$ cat config.mk
export PLATFORM = sky130hd
export DESIGN_NAME = sprite_row_fetch
export DESIGN_NICKNAME = d
export VERILOG_FILES = /design/src/rtl/sprite_row_fetch.sv
export SDC_FILE = /design/constraint.sdc
export NUM_CORES = 1
export LEC_CHECK = 0
export BUFFER_PORTS_ARGS = -buffer_cell sky130_fd_sc_hd__buf_2
export CORE_MARGIN = 10
export CORE_UTILIZATION = 28
export DETAILED_ROUTE_END_ITERATION = 7
export SYNTH_ARGS = -nofsm -noshare
export SYNTH_HDL_FRONTEND = slang
export SYNTH_SLANG_ARGS = --single-unit
$ cat constraint.sdc
create_clock -name clk -period 4.9 [get_ports clk]
set_input_delay 0 -clock clk [delete_from_list [all_inputs] [get_ports clk]]
set_output_delay 0 -clock clk [all_outputs]
set_load 0.02 [all_outputs]
$ cat src/rtl/sprite_row_fetch.sv
// Sprite row fetcher: reads one 64-pixel 4-bpp sprite row from a fixed-latency ROM
// into a back line buffer, then swaps it to the displayed front buffer on a line strobe.
module sprite_row_fetch #(
  parameter int ROM_LAT = 3
) (
  input  logic        clk,
  input  logic        reset,
  input  logic        req_i,
  input  logic [2:0]  sprite_sel_i,
  input  logic [5:0]  row_i,
  output logic        ready_o,
  output logic        busy_o,
  output logic        done_o,
  output logic        line_ready_o,
  input  logic        swap_i,
  output logic [2:0]  rom_sprite_sel_o,
  output logic [9:0]  rom_word_addr_o,
  input  logic [15:0] rom_data_i,
  input  logic [5:0]  pix_x_i,
  output logic [3:0]  pix_o
);

  typedef enum logic [1:0] {
    IDLE,
    ISSUE,
    DRAIN,
    DONE
  } state_t;

  state_t      r_state;
  logic [3:0]  r_k;
  logic [9:0]  r_addr;
  logic [2:0]  r_sel;
  logic        r_busy;
  logic        r_done;
  logic        r_line_ready;
  logic        r_front_valid;
  logic        r_front_sel;
  logic [3:0]  r_pix;

  // Each stage carries {valid, word index}; the oldest stage sits in the top 5 bits.
  logic [5*ROM_LAT-1:0] r_pipe;
  logic [5*ROM_LAT+4:0] w_pipe_next;

  // Line buffers stored as 16 words of 4 pixels each; r_front_sel picks the displayed one.
  logic [15:0] r_buf0 [16];
  logic [15:0] r_buf1 [16];

  logic        w_accept;
  logic        w_wr_valid;
  logic [3:0]  w_wr_idx;
  logic        w_last_write;
  logic [15:0] w_front_word;
  logic [3:0]  w_front_pix;

  assign ready_o          = (r_state == IDLE) && !r_line_ready;
  assign busy_o           = r_busy;
  assign done_o           = r_done;
  assign line_ready_o     = r_line_ready;
  assign rom_sprite_sel_o = r_sel;
  assign rom_word_addr_o  = r_addr;
  assign pix_o            = r_pix;

  assign w_accept     = ready_o && req_i;
  assign w_pipe_next  = {r_pipe, (r_state == ISSUE), r_k};
  assign w_wr_valid   = r_pipe[5*ROM_LAT-1];
  assign w_wr_idx     = r_pipe[5*ROM_LAT-2 -: 4];
  assign w_last_write = w_wr_valid && (w_wr_idx == 4'hF);

  always_ff @(posedge clk) begin
    if (reset) begin
      r_state <= IDLE;
      r_k     <= 4'd0;
      r_addr  <= 10'd0;
      r_sel   <= 3'd0;
      r_busy  <= 1'b0;
      r_done  <= 1'b0;
    end else begin
      r_done <= 1'b0;
      case (r_state)
        IDLE: begin
          if (w_accept) begin
            r_state <= ISSUE;
            r_k     <= 4'd0;
            r_addr  <= {row_i, 4'h0};
            r_sel   <= sprite_sel_i;
            r_busy  <= 1'b1;
          end
        end
        ISSUE: begin
          if (r_k == 4'hF) begin
            r_state <= DRAIN;
          end else begin
            r_k    <= r_k + 4'd1;
            r_addr <= r_addr + 10'd1;
          end
        end
        DRAIN: begin
          if (w_last_write) begin
            r_state <= DONE;
            r_busy  <= 1'b0;
            r_done  <= 1'b1;
          end
        end
        DONE: begin
          r_state <= IDLE;
        end
        default: begin
          r_state <= IDLE;
        end
      endcase
    end
  end

  always_ff @(posedge clk) begin
    if (reset) begin
      r_pipe <= '0;
    end else begin
      r_pipe <= w_pipe_next[5*ROM_LAT-1:0];
    end
  end

  // No swap can coincide with the row completing: line_ready is low throughout a fetch.
  always_ff @(posedge clk) begin
    if (reset) begin
      r_line_ready  <= 1'b0;
      r_front_valid <= 1'b0;
      r_front_sel   <= 1'b0;
    end else if (swap_i && r_line_ready) begin
      r_line_ready  <= 1'b0;
      r_front_valid <= 1'b1;
      r_front_sel   <= !r_front_sel;
    end else if ((r_state == DRAIN) && w_last_write) begin
      r_line_ready <= 1'b1;
    end
  end

  always_ff @(posedge clk) begin
    if (w_wr_valid) begin
      if (r_front_sel) begin
        r_buf0[w_wr_idx] <= rom_data_i;
      end else begin
        r_buf1[w_wr_idx] <= rom_data_i;
      end
    end
  end

  always_comb begin
    w_front_word = r_front_sel ? r_buf1[pix_x_i[5:2]] : r_buf0[pix_x_i[5:2]];
    w_front_pix  = 4'd0;
    case (pix_x_i[1:0])
      2'd0:    w_front_pix = w_front_word[15:12];
      2'd1:    w_front_pix = w_front_word[11:8];
      2'd2:    w_front_pix = w_front_word[7:4];
      default: w_front_pix = w_front_word[3:0];
    endcase
  end

  always_ff @(posedge clk) begin
    if (reset) begin
      r_pix <= 4'd0;
    end else begin
      r_pix <= r_front_valid ? w_front_pix : 4'd0;
    end
  end

endmodule

==> run_results.csv <==
group,metric,value,unit
cells_and_area,area_delta_synth_final,16.82,%
cells_and_area,nNetsFinal,1287,
floorplan,ios,56,
logic_synthesis,ys_seq_elements,555,
routing,avgViaCountPerCell,4.765,
logic_synthesis,synth_nets,1164,
timing,finalSetupViolCount,0,
logic_synthesis,yosysSeqAreaShare,74.45,%
cts,root_buffer,"clkbuf_16",
pwr,p_leak,8.273,nW
cts,clock-sinks,555,
timing,setup_ws,1.554,ns
placement,routabilityCongestion,0.7754,
cts,post_cts_buffers,0,
routing,dr.pass1.iters,6,
cells_and_area,n_fill_cell,7376,
setup_path,cp-startpoint,"r_front_sel$_SDFFE_PP0P_",
hold_path,hp-start,"req_i",
floorplan,die_area,89450,µm²
floorplan,row_count,102,
floorplan,die_x,299.1,µm
timing,skew,0.02466,ns
setup_path,crit_arrival,3.91,ns
setup_path,cp-end-kind,"flop",
hold_path,min_path_type,"in -> reg",
routing,wl,51.17,mm
timing,hold_viol_final,0,
timing,finalCritPeriodShare,68.29,%
placement,hpwl,29.78,mm
placement,post-place-ws,1.967,ns
setup_path,regToRegStartpoint,"r_front_sel$_SDFFE_PP0P_",
logic_synthesis,synth_cell_types,52,
routing,wire_per_inst,21.93,µm
global_route,grt_usage,11.16,%
cts,cts_buffers,54,
routing,drt_iter0_drc,1131,
cells_and_area,final_layout_size_suffix_gt1_share,22.83,%
timing,max_freq,298.8,MHz
logic_synthesis,yosys.area.top_type_share,70.50,%
timing,maxSlewViolCount,0,
setup_path,critPathRequiredTime,5.47,ns
routing,route.vias.total,11120,
job,drv_cap,0,
routing,postRouteAntennaNets,0,
logic_synthesis,synth_edf_count,512,
cts,htreeDepth,2,
logic_synthesis,syn_area,21810,µm²
logic_synthesis,syn_avg_cell_area,19.42,µm²
cts,clkTransAtPathRegs,0.06,ns
routing,drc,0,
floorplan,start_util,28.20,%
logic_synthesis,async_flop_share,0,%
placement,portBuffers,55,
setup_path,slowest_stage,"nor4_1",
global_route,grt_pass1_wl,75.50,mm
logic_synthesis,synth_top_cell_by_area,"edfxtp_1",
timing,tightest_slew,1.287,ns
timing,rsz0062_at_grt,"false",
floorplan,design.core.area,77340,µm²
global_route,grt_max_degree,63,
setup_path,critPathKind,"reg -> reg",
floorplan,die_y,299.1,µm
logic_synthesis,synth_area_leaders,"edfxtp_1 70%, mux4_2 7.4%, dfxtp_1 3.9%, mux4_1 3.4%, mux2i_1 3.4%",
global_route,antenna_found_initial,2,
run_status,status,"finished clean",
cts,cts_buffer_depth,3,
pwr,ir_drop,0.0002753,V
logic_synthesis,yosys_warnings,0,
setup_path,cp_common_cell,"dlygate4sd3_1",
cts,post_cts_resized,0,
logic_synthesis,synthFlopType,"edfxtp_1",
timing,max_slew_margin,14.16,%
timing,fin_hold_ws,0.1728,ns
cts,cts_tree,"built",
setup_path,cp_max_fo,26,
cts,insertion_delay,0.62,ns
setup_path,critical_path.max_stage_delay,0.62,ns
global_route,grt.overflow.total,0,
timing,tns,0,ns
logic_synthesis,syn_inst,1123,
setup_path,start_kind,"flop",
timing,min_period,3.346,ns
global_route,grt_pass1_vias,11580,
pwr,power.density,396.8,nW/µm²
setup_path,worstPathCellList,"buf_4, or2_2, a21oi_1, nor4_1, o21ai_0, dlygate4sd3_1, a311oi_1, dlygate4sd3_1",
cts,hold_buffers,35,
==> synthesized netlist by cell type (4+ instances only) <==
cell        n
nand4_1     4
a211oi_1    9
nor3_1      9
o21ai_0     8
a221oi_1    6
xor2_1      5
nand2b_1   10
mux4_1     28
nand3_1    23
mux4_2     72
o22ai_1    13
buf_4      15
edfxtp_1  512
inv_1       7
ha_1        6
nor4_1      4
mux2i_1    73
buf_6       8
or3_1       4
buf_12      4
and3_1      4
dfxtp_1    43
clkbuf_1   16
mux2_2     16
buf_2      14
a21oi_1    24
nand2_1    34
nor2b_1    28
a22oi_1    34
nor2_1     50
==> power by group <==
group	switching, mW	leakage, nW	total (mW)	internal [mW]
combinational	0.434	2.44	0.714	0.280
clock	1.81	0.882	4.13	2.33
sequential	0.0427	4.95	5.26	5.22
==> metrics by stage <==
stage	area, µm²	power, mW	utilization (%)	cells
6_report	25480	10.11	32.94	2333
2_1_floorplan	21810	5.827	-	1123
5_1_grt	25470	10.46	32.94	2332
4_1_cts	25470	10.19	32.94	2332
3_5_place_dp	23340	6.051	30.19	2195
3_3_place_gp	23340	6.030	30.19	2195
==> cells by family after synthesis <==
group                    count (synthesis)  synth area share (%)
AND/OR/NAND/NOR                        186                 4.291
XOR/XNOR                                 6                0.2410
flip-flops                             555                 74.45
adder cells (fa/ha/maj)                  6                0.3442
multiplexers                           189                 14.99
AO/OA/AOI/OAI                          116                 3.660
buffers and inverters                   65                 2.031
==> metal layers <==
layer | vias up | track usage [%] | share of wire [%]
met5 | - | 0 | 0.021
met4 | 2 | 3.370 | 2.4
met3 | 82 | 2.703 | 7.3
met2 | 398 | 17.36 | 46
met1 | 5785 | 15.30 | 44
li1 | 4850 | - | -
==> sequential cells by signal, summed over array words and instances (netlist names) <==
| name | cells |
|---|---|
| r_buf0 | 256 |
| r_buf1 | 256 |
| r_pipe | 15 |
| rom_word_addr_o | 10 |
| pix_o | 4 |
| r_k | 4 |
| rom_sprite_sel_o | 3 |
| r_state | 2 |
| busy_o | 1 |
| done_o | 1 |
| line_ready_o | 1 |
| r_front_sel | 1 |
| r_front_valid | 1 |
==> cell usage in the layout (no fill, tap or decap), types with 6 or more instances in the layout <==
cell | netlist | routed
ha_1 | 6 | 6
mux4_2 | 72 | 72
inv_1 | 7 | 7
nor2_2 | 0 | 22
clkbuf_16 | 0 | 55
buf_2 | 14 | 52
nor2b_1 | 28 | 28
clkinv_1 | 0 | 14
a22oi_1 | 34 | 34
nand2b_1 | 10 | 10
edfxtp_1 | 512 | 512
buf_4 | 15 | 36
a221oi_1 | 6 | 6
mux2_2 | 16 | 16
dfxtp_1 | 43 | 43
o21ai_0 | 8 | 8
nor2_1 | 50 | 28
clkinv_2 | 0 | 18
mux4_1 | 28 | 28
a211oi_1 | 9 | 9
nand3_1 | 23 | 23
nand2_1 | 34 | 34
dlygate4sd3_1 | 0 | 35
o22ai_1 | 13 | 13
nor3_2 | 0 | 7
mux2i_1 | 73 | 73
a21oi_1 | 24 | 24
==> cell type report <==
cell class              instances  area (µm²)  area share [%]
flip-flops and latches        555       16240           63.73
repair buffers                125       912.1           3.580
clock buffers                  59        1391           5.461
diodes                          1       2.502        0.009823
well taps                    1040        1301           5.108
clock inverters                43       386.6           1.518
inverters                       7       26.28          0.1031
multi-input cells             503        5220           20.49
==> final timing paths <==
check                                    end  slack (ns)  cells after the start
max                      pix_o[3]$_SDFF_PP0_        1.55                      8
max reg2reg              pix_o[3]$_SDFF_PP0_        1.55                      8
min          rom_word_addr_o[0]$_SDFFE_PP0P_        0.17                      5
min reg2reg            r_pipe[10]$_SDFF_PP0_        0.44                      1
==> critical path: cells and delay by family (launching register included) <==
family / cells / cell delay (ns)
buffers and inverters: 3 / 1.53
AO/OA/AOI/OAI: 3 / 0.47
flip-flops: 1 / 0.40
AND/OR/NAND/NOR: 2 / 0.87
(Power assumes the default switching activity.)
